`src/rtl/cam_switch_ctrl.sv`:
```
// Dual-camera source selector: per-camera vsync watchdogs plus a WAIT/RUN/PEND
// FSM that moves the display mux only on the incoming camera's frame start.
module cam_switch_ctrl #(
  parameter int FRAME_TIMEOUT = 2_000_000,
  parameter int AUTO_FRAMES   = 30,
  parameter int CNT_W         = 22
) (
  input  logic       clk,
  input  logic       rst,
  input  logic       cam1_vsync,
  input  logic       cam2_vsync,
  input  logic       cam1_inited,
  input  logic       cam2_inited,
  input  logic       mode,
  input  logic       sel_req,
  output logic       sel,
  output logic       sel_valid,
  output logic       switch_pulse,
  output logic       frame_start,
  output logic [1:0] cam_alive
);

  localparam int FC_W = $clog2(AUTO_FRAMES + 1);
  localparam logic [CNT_W-1:0] FT_C = CNT_W'(FRAME_TIMEOUT);
  localparam logic [FC_W-1:0]  AF_C = FC_W'(AUTO_FRAMES);

  typedef enum logic [1:0] {
    ST_WAIT,
    ST_RUN,
    ST_PEND
  } state_t;

  state_t           state;
  logic [1:0]       vsync_in;
  logic [1:0]       vsync_q;
  logic [1:0]       vs_edge;
  logic [1:0]       inited;
  logic [1:0]       alive;
  logic [CNT_W-1:0] wd_q    [2];
  logic [CNT_W-1:0] wd_next [2];
  logic [FC_W-1:0]  fcnt;
  logic             mode_q;
  logic             tgt;
  logic             run_tgt;

  always_comb begin
    vsync_in = {cam2_vsync, cam1_vsync};
    inited   = {cam2_inited, cam1_inited};
    vs_edge  = vsync_in & ~vsync_q;
  end

  // Liveness is taken from the post-update count so an edge revives its camera this cycle.
  always_comb begin
    for (int unsigned i = 0; i < 2; i++) begin
      if (vs_edge[i])
        wd_next[i] = '0;
      else if (wd_q[i] >= FT_C)
        wd_next[i] = FT_C;
      else
        wd_next[i] = wd_q[i] + 1'b1;
      alive[i] = inited[i] && (wd_next[i] < FT_C);
    end
  end

  always_ff @(posedge clk or posedge rst) begin
    if (rst) begin
      vsync_q   <= '0;
      cam_alive <= '0;
      for (int unsigned i = 0; i < 2; i++)
        wd_q[i] <= FT_C;
    end else begin
      vsync_q   <= vsync_in;
      cam_alive <= alive;
      for (int unsigned i = 0; i < 2; i++)
        wd_q[i] <= wd_next[i];
    end
  end

  always_comb begin
    if (mode)
      run_tgt = (fcnt >= AF_C) ? ~sel : sel;
    else
      run_tgt = sel_req;
  end

  always_ff @(posedge clk or posedge rst) begin
    if (rst) begin
      state        <= ST_WAIT;
      sel          <= 1'b0;
      sel_valid    <= 1'b0;
      switch_pulse <= 1'b0;
      frame_start  <= 1'b0;
      tgt          <= 1'b0;
      fcnt         <= '0;
      mode_q       <= 1'b0;
    end else begin
      switch_pulse <= 1'b0;
      frame_start  <= 1'b0;
      mode_q       <= mode;
      case (state)
        ST_WAIT: begin
          sel_valid <= 1'b0;
          if (|alive) begin
            state     <= ST_RUN;
            sel_valid <= 1'b1;
            sel       <= ~alive[0];
            if (sel == alive[0]) begin
              switch_pulse <= 1'b1;
              fcnt         <= '0;
            end
          end
        end
        ST_RUN: begin
          frame_start <= vs_edge[sel];
          if (vs_edge[sel] && (fcnt < AF_C))
            fcnt <= fcnt + 1'b1;
          if (!alive[sel] && alive[~sel]) begin
            state     <= ST_PEND;
            tgt       <= ~sel;
            sel_valid <= 1'b0;
          end else if (!alive[sel]) begin
            state     <= ST_WAIT;
            sel_valid <= 1'b0;
          end else if ((run_tgt != sel) && alive[run_tgt]) begin
            state     <= ST_PEND;
            tgt       <= run_tgt;
            sel_valid <= 1'b1;
          end else begin
            sel_valid <= 1'b1;
          end
        end
        ST_PEND: begin
          frame_start <= vs_edge[sel];
          sel_valid   <= alive[sel];
          // Abort is tested first so it beats a coincident target edge.
          if (!mode && (sel_req == sel)) begin
            state <= ST_RUN;
          end else if (!alive[tgt]) begin
            state <= alive[sel] ? ST_RUN : ST_WAIT;
          end else if (vs_edge[tgt]) begin
            state        <= ST_RUN;
            sel          <= tgt;
            sel_valid    <= 1'b1;
            switch_pulse <= 1'b1;
            frame_start  <= 1'b1;
            fcnt         <= '0;
          end
        end
        default: begin
          state     <= ST_WAIT;
          sel_valid <= 1'b0;
        end
      endcase
      if (mode != mode_q)
        fcnt <= '0;
    end
  end

endmodule

```
`config.mk`:
```
export PLATFORM = sky130hd
export DESIGN_NAME = cam_switch_ctrl
export DESIGN_NICKNAME = d
export VERILOG_FILES = /design/src/rtl/cam_switch_ctrl.sv
export SDC_FILE = /design/constraint.sdc
export NUM_CORES = 1
export LEC_CHECK = 0
export ABC_CLOCK_PERIOD_IN_PS = 3150
export BUFFER_PORTS_ARGS = -buffer_cell sky130_fd_sc_hd__clkbuf_2
export CAP_MARGIN = 20
export CORE_MARGIN = 4
export CORE_UTILIZATION = 25
export CTS_CLUSTER_SIZE = 28
export DETAILED_ROUTE_END_ITERATION = 10
export GPL_TIMING_DRIVEN = 0
export PLACE_DENSITY = 0.46
export SYNTH_ARGS = -nofsm -noshare
export SYNTH_HDL_FRONTEND = slang
export SYNTH_SLANG_ARGS = --single-unit
```
`constraint.sdc`:
```
create_clock -name clk -period 3.15 [get_ports clk]
set_input_delay 0.315 -clock clk [delete_from_list [all_inputs] [get_ports clk]]
set_output_delay 0.315 -clock clk [all_outputs]
set_load 0.1 [all_outputs]
```
==> results.md, run 1 <==
- Leakage power: 2.05 nW
- HPWL after detailed placement: about 6.5 mm
- Internal power: about 1.9 mW
- Synthesized-area fraction occupied by adder cells: 3.20%
- Failing checks: negative setup slack
- TritonCTS Buffers: 9
- Chip height: around 130 um
- RSZ-0062 raised after global routing: yes
- Largest net degree at the start of global routing: 32
- Largest family of logic cells by synthesized area: simple AND/OR/NAND/NOR gates
- I/O pins: 14
- Critical path data required time: 3370 ps
- GRT Overall Usage: 11.4%
- Synthesized instance count: 438
- Startpoint Class: register
- Hold Crit Class: in2async
- Final setup violation count: 4
- CP Capture Type: register
- Setup ws final: -90.9 ps
- Pwr dens: 616 nW/um2
- Syn-to-layout area delta: 28.5%
- Crit path launch: wd_q[37]$_DFF_PP1_
- Placed cell area: 4270 um2
- Drt via density: 4.73
- Depth of the worst register-to-register path: 12
- Synth Area in Simple Gates: 25.4%
- Critical path class: reg2reg
- Max_slew headroom: 54.6%
- CTS Root Cell: clkbuf_16
- 1st-pass router iterations: 4
- Initial core utilization: 25.6%
- Placed cells: 664
- Slew Limit Fails: 0
- Clock-pin slew on the worst setup and hold paths: 50 ps
- Synth Cell Area: 3900 um2
- Clock Power Share: 31.5%
- Core ar.: between 15000 and 20000 um2
- Synth warn: 0
- H-tree lvl count: 3
- Net Sw Frac: 36.9%
- XOR/XNOR Fraction of Synth Area: 8.30%
- Fillcell total: 1582
- Fraction of layout instances using a drive strength above 1: a little over a quarter
- Minimum clock period: 3240 ps
- Initial antenna violation count: 0
- Post-synthesis compound-gate area fraction: between 10% and 20%
- Ant diodes: 0
- Psw: approximately 1.1 mW
- Period utilization: 103%
- Most common cell after layout, fill and taps aside: nor2_1
- Worst-path maximum fanout: 5
- Post-route antenna net violation count: 0
- Post-synthesis mux area share: 3.78%
- CP arrival: 3460 ps
- CTS tree: built
- CTS Hold Bufs: 0
- Wire per inst: 13.7 um
- Gate power share: 36.3%
- Die Footprint: 17700 um2
- Post-synth EDFFs: 0
- Syn_area_per_cell: 8.92 um2
- Final Util: between 30% and 40%
- # DRC: 0
- Worst-margin pin slew: a little under 700 ps
- Clk_skew: 5.53 ps
- Main synth FF type: dfrtp_1
- Reg power frac: 32.2%
- Yosys reg bits: 61
- Most frequent cells in the layout: nor2_1 (54), dfrtp_1 (40), buf_4 (31)
- Nets@finish: slightly above 500
- Post-synthesis async set-or-reset flop share: between 90% and 100%
- Clk Latency, worst-skew pair: 330 ps
- Core Rows: 45
- Synth cell types: 64
- First-pass GRT wire length: 16.3 mm
- Overall routed net length: 9.65 mm
- CTS max path bufs: 2
- Total power: 3.09 mW
- Die X: ~130 um
- Drt initial violations: 207
- Max Freq: 309 MHz
- Port Buffers: 13
- Vias: 3336
- Max-Cap Viols: 0
- Vias in the first global route: about 3300
- R2R Path Start: wd_q[37]$_DFF_PP1_
- Final hold violation count: 0
- Peak supply drop: roughly 0.32 mV
- Final Non-Filler Cells: roughly 710
- Status: finished, violations left
- Final Cell Area: 5020 um2
- Sink Count: 61
- Final Wtd Congestion: 0.831
- Sequential area share after synthesis: 39.5%
- Grt ovf: 0
[layer usage]
metal,track usage (%),wire (um)
met3,1.83,195
met5,0,0
met1,14.8,4560
met2,18.0,4580
met4,6.47,318
[kinds of logic after synthesis]
| group | Yosys count |
|---|---|
| simple gates | 186 |
| other cells | 1 |
| buf+inv | 46 |
| compound gates | 83 |
| mux | 14 |
| flops | 61 |
| xor+xnor | 37 |
| fa+ha+maj | 10 |
[final timing paths]
check	endpoint	slack (ps)
setup reg to reg	state[0]$_DFFE_PP0P_	-90
setup / recovery	state[0]$_DFFE_PP0P_	-90
hold reg to reg	wd_q[22]$_DFF_PP0_	490
hold / removal	wd_q[28]$_DFF_PP0_	70
max in group asynchronous	wd_q[37]$_DFF_PP1_	2410
min in group clk	vsync_q[0]$_DFF_PP0_	100
[power groups by stage]
stage          Clock [mW]  Combinational (mW)  Sequential [mW]
6_report            0.974                1.12            0.994
5_1_grt              1.05                1.23             1.01
4_1_cts              1.01                1.05            0.988
3_5_place_dp            0               0.959            0.995
3_3_place_gp            0               0.953            0.990
2_1_floorplan           0               0.593             1.17
[metrics by stage]
stage	hold WS, ps	setup TNS, ps	setup WS (ps)
6_report	67.4	-182	-90.9
3_3_place_gp	441	-2690	-531
2_1_floorplan	346	-168	-96.5
3_5_place_dp	441	-2660	-528
5_1_grt	94.2	-1000	-213
4_1_cts	82.7	-589	-183
[registers in the layout (all words and copies together) (netlist names)]
signal        cells
cam_alive         2
fcnt              5
frame_start       1
mode_q            1
sel               1
sel_valid         1
state             2
switch_pulse      1
tgt               1
vsync_q           2
wd_q             44
[timing repair]
item | CTS | global route
setup endpoints to repair | 12 | 11
gates resized for setup | 31 | 25
pin swaps | 6 | 12
buffers inserted | 16 | 17
cloned | 0 | 0
[final cells by class]
cell class / count / area (um2) / area share (%)
Tap cell: 211 / 264 / 5.26
Sequential cell: 61 / 1550 / 30.9
Clock inverter: 3 / 17.5 / 0.349
Clock buffer: 13 / 280 / 5.59
Buffer: 18 / 82.6 / 1.65
Multi-Input combinational cell: 332 / 2390 / 47.7
Timing Repair Buffer: 47 / 340 / 6.78
Inverter: 20 / 85.1 / 1.70
[cell usage after synthesis (4+ instances only)]
| library cell | n | area share, % |
|---|---|---|
| mux2i_1 | 11 | 2.8 |
| nor4_1 | 5 | 0.80 |
| buf_2 | 4 | 0.51 |
| and4_1 | 4 | 0.90 |
| nand3_1 | 23 | 2.9 |
| nor2b_1 | 4 | 0.64 |
| xor2_1 | 25 | 5.6 |
| a21oi_1 | 27 | 3.5 |
| dfrtp_1 | 47 | 30 |
| nand2b_1 | 4 | 0.64 |
| and2_1 | 6 | 0.96 |
| dfstp_2 | 14 | 9.4 |
| a31oi_1 | 7 | 1.1 |
| xnor2_1 | 12 | 2.7 |
| o21a_1 | 4 | 0.77 |
| clkbuf_1 | 20 | 1.9 |
| nor3_1 | 9 | 1.2 |
| o21ai_0 | 10 | 1.3 |
| nor2_1 | 55 | 5.3 |
| nand4_1 | 17 | 2.7 |
| ha_1 | 10 | 3.2 |
| or4_1 | 5 | 0.96 |
| a211oi_1 | 4 | 0.77 |
| inv_1 | 18 | 1.7 |
| nand2_1 | 29 | 2.8 |
[critical path: stages, from the launching register on]
cell      delay, ps
dfstp_2         540
and2_4          140
nand4_1         150
or4_4           520
or3b_1          360
a32oi_1         220
o21a_1          180
buf_6           140
inv_8            40
a32oi_4         200
o311ai_4        160
o21ai_2         160
mux2_4          310
Power figures use the tool's default switching activity.
==> inputs of run 2 (changes only) <==
Settings changed: ABC_CLOCK_PERIOD_IN_PS 3150 to 3000, PLACE_DENSITY 0.46 to 0.45.
Clock period 3.15 ns to 3 ns, I/O delays scaled along.
==> run 2 against run 1 <==
Effect of this change: the flow still finishes with violations (negative setup slack); total power increased by 3.8%; sequential cell count unchanged; sequential power grew 5%; clock skew decreased by 0.71 ps; maximum frequency down 1.1%; combinational power about the same; final area fell by 1.2%; routed wire length is 1.2% higher; critical path type unchanged; critical endpoint unchanged; largest cell class unchanged; largest power group unchanged; highest routed layer unchanged.
==> results.md, run 2 (synthesis gave the netlist of run 1 again) <==
- Slew Limit Fails: 0 (unchanged)
- Ant diodes: 0 (unchanged)
- Multi-input gate area: 2390 um2 (-0.10%)
- Net Sw Frac: 37.1% (+0.12 points)
- Wire per inst: 14.0 um (+2.1%)
- Syn-to-layout area delta: 26.9%
- Sum of negative setup slack: -1630 ps (-1450 ps)
- Critical path data required time: 3210 ps (-160 ps)
- Peak supply drop: 0.595 mV (+86%)
- Startpoint Class: register
- Worst-margin pin slew: 564 ps (-116 ps)
- Post-route antenna net violation count: 0 (unchanged)
- Nets@finish: 501 (-1.2%)
- Final setup violation count: 11 (+7)
- Worst-path maximum fanout: 5 (unchanged)
- Critical path class: reg2reg
- CTS max path bufs: 2 (unchanged)
- Biggest register: wd_q
- Internal power: 2.02 mW (+3.6%)
- Largest net degree at the start of global routing: 43 (+34%)
- Reg power frac: 32.5% (+0.3 points)
- Die Footprint: 17700 um2 (unchanged)
- R2R setup slack: -280 ps (-190 ps)
- H-tree lvl count: 3 (unchanged)
- CTS Root Cell: clkbuf_16
- Worst R2R End: state[0]$_DFFE_PP0P_
- GRT Overall Usage: 11.6% (+0.16 points)
- Period utilization: 109% (+6.3 points)
- R2R Path Start: wd_q[7]$_DFF_PP1_
- Hold Crit Class: in2reg
- Initial antenna violation count: 0 (unchanged)
- 1st-pass router iterations: 4 (unchanged)
- Most common cell after layout, fill and taps aside: nor2_1
- Most frequent cells in the layout: nor2_1 (53), dfrtp_1 (39), nand2_1 (27), a21oi_1 (27), xor2_1 (25)
- Clk_skew: 4.82 ps (-0.706 ps)
- TritonCTS Buffers: 9 (unchanged)
- Initial core utilization: 25.6% (unchanged)
- Chip height: 133 um (unchanged)
- CP arrival: 3490 ps (+30 ps)
- Largest regs: wd_q: 44 flops, fcnt: 5 flops
- Max_slew headroom: 62.4% (+7.8 points)
- Grt ovf: 0 (unchanged)
- Port Buffers: 13 (unchanged)
- Final hold violation count: 0 (unchanged)
- Min-Delay Endpoint: vsync_q[0]$_DFF_PP0_
- Leakage power: 2.00 nW (-2.3%)
- HPWL after detailed placement: 6.55 mm (+1.1%)
- Max-Cap Viols: 0 (unchanged)
- Die X: 133 um (unchanged)
- Sink Count: 61 (unchanged)
- Clock-pin slew on the worst setup and hold paths: 50 ps (about the same)
- Failing checks: negative setup slack
- # DRC: 0 (unchanged)
- Vias in the first global route: 3381 (+2.9%)
- Drt via density: 4.78 (+1.1%)
- CTS tree: built
- Reg area: 1550 um2 (about the same)
- Hold Crit Depth: 1
- Pwr dens: 647 nW/um2 (+5.0%)
- Largest register FFs: 44 (unchanged)
- Overall routed net length: 9.77 mm (+1.2%)
- Depth of the worst register-to-register path: 11 (-1)
- Core ar.: 15300 um2 (unchanged)
- RSZ-0062 raised after global routing: yes
- I/O pins: 14 (unchanged)
- Core Rows: 45 (unchanged)
- Clk Latency, worst-skew pair: 330 ps (about the same)
- Gate power share: 35.9% (-0.4 points)
- CP Capture Type: register
- Final Wtd Congestion: 0.866 (+4.2%)
- Drt initial violations: 203 (-1.9%)
- Psw: 1.19 mW (+4.1%)
- Fraction of layout instances using a drive strength above 1: 25.6% (-0.90 points)
- Hold_sp: cam1_vsync
- Status: finished, violations left
- Fillcell total: 1618 (+2.3%)
- Minimum clock period: 3280 ps (+35.3 ps)
- Total power: 3.20 mW (+3.8%)
- First-pass GRT wire length: 16.5 mm (+1.0%)
- Max Freq: 305 MHz (-1.1%)
- Setup ws final: -276 ps (-185 ps)
- Clock Power Share: 31.5% (about the same)
- Vias: 3343 (+0.21%)
-- run 2: changes by cell type in the layout (fill, tap and decap cells not counted), sizes merged --
cell         before  now
buf              37   29
clkinv            2    0
dlygate4sd3       0    1
clkbuf           41   45
clkinvlp          1    0
-- run 2: power groups by stage --
stage | registers [mW] | clock network [mW] | logic [mW]
6_report | 1.04 | 1.01 | 1.15
5_1_grt | 1.06 | 1.09 | 1.27
4_1_cts | 1.04 | 1.05 | 1.11
3_5_place_dp | 1.04 | 0 | 1.03
3_3_place_gp | 1.04 | 0 | 1.01
2_1_floorplan | 1.23 | 0 | 0.624
-- run 2: layout make-up --
cell class | instances | share of cell area [%]
well taps | 211 | 5.33
repair buffers | 40 | 5.78
clock buffers | 16 | 5.88
inverters | 20 | 1.62
multi-input cells | 332 | 48.3
flip-flops and latches | 61 | 31.4
plain buffers | 19 | 1.77
-- run 2: how the worst max path moves through the flow --
stage	slack (ps)	start	to
3_3_place_gp	-670	wd_q[0]$_DFF_PP0_	tgt$_DFFE_PP0P_
6_report	-280	wd_q[7]$_DFF_PP1_	state[0]$_DFFE_PP0P_
4_1_cts	-290	wd_q[7]$_DFF_PP1_	state[0]$_DFFE_PP0P_
3_5_place_dp	-650	wd_q[0]$_DFF_PP0_	tgt$_DFFE_PP0P_
2_1_floorplan	-250	wd_q[7]$_DFF_PP1_	state[0]$_DFFE_PP0P_
5_1_grt	-330	wd_q[32]$_DFF_PP1_	state[0]$_DFFE_PP0P_
-- run 2: worst max-delay path, stage by stage (launching register included) --
cell and delay [ps]:
dfstp_2 550, nand4_4 100, or4_4 570, or4b_1 500, nand4_1 130, nand3_2 100
a32oi_4 240, inv_4 80, a32oi_2 250, o311ai_4 150, o21ai_2 150, mux2_4 310
-- run 2: layer usage --
layer  part of all wire [%]  track usage [%]
met1                     48             14.9
met2                     46             18.2
met3                    3.8             2.47
met4                    2.7             5.83
met5                      0                0
-- run 2: what timing repair did --
item                       4_1_cts  5_1_grt
pin swaps                        6       10
hold endpoints to repair        14        0
resized for setup               33       22
setup buffers                   19        6
hold buffers                     1        0
setup endpoints to repair       12       12
-- run 2: through the flow --
step	hold slack, ps	setup slack [ps]	area [um2]	utilization (%)	std cells
2_1_floorplan	331	-247	3930	-	439
3_3_place_gp	424	-665	4260	27.9	663
3_5_place_dp	334	-645	4280	28.1	664
4_1_cts	73.1	-289	4830	31.6	694
5_1_grt	80.6	-326	4960	32.5	699
6_report	86.4	-276	4960	32.5	699
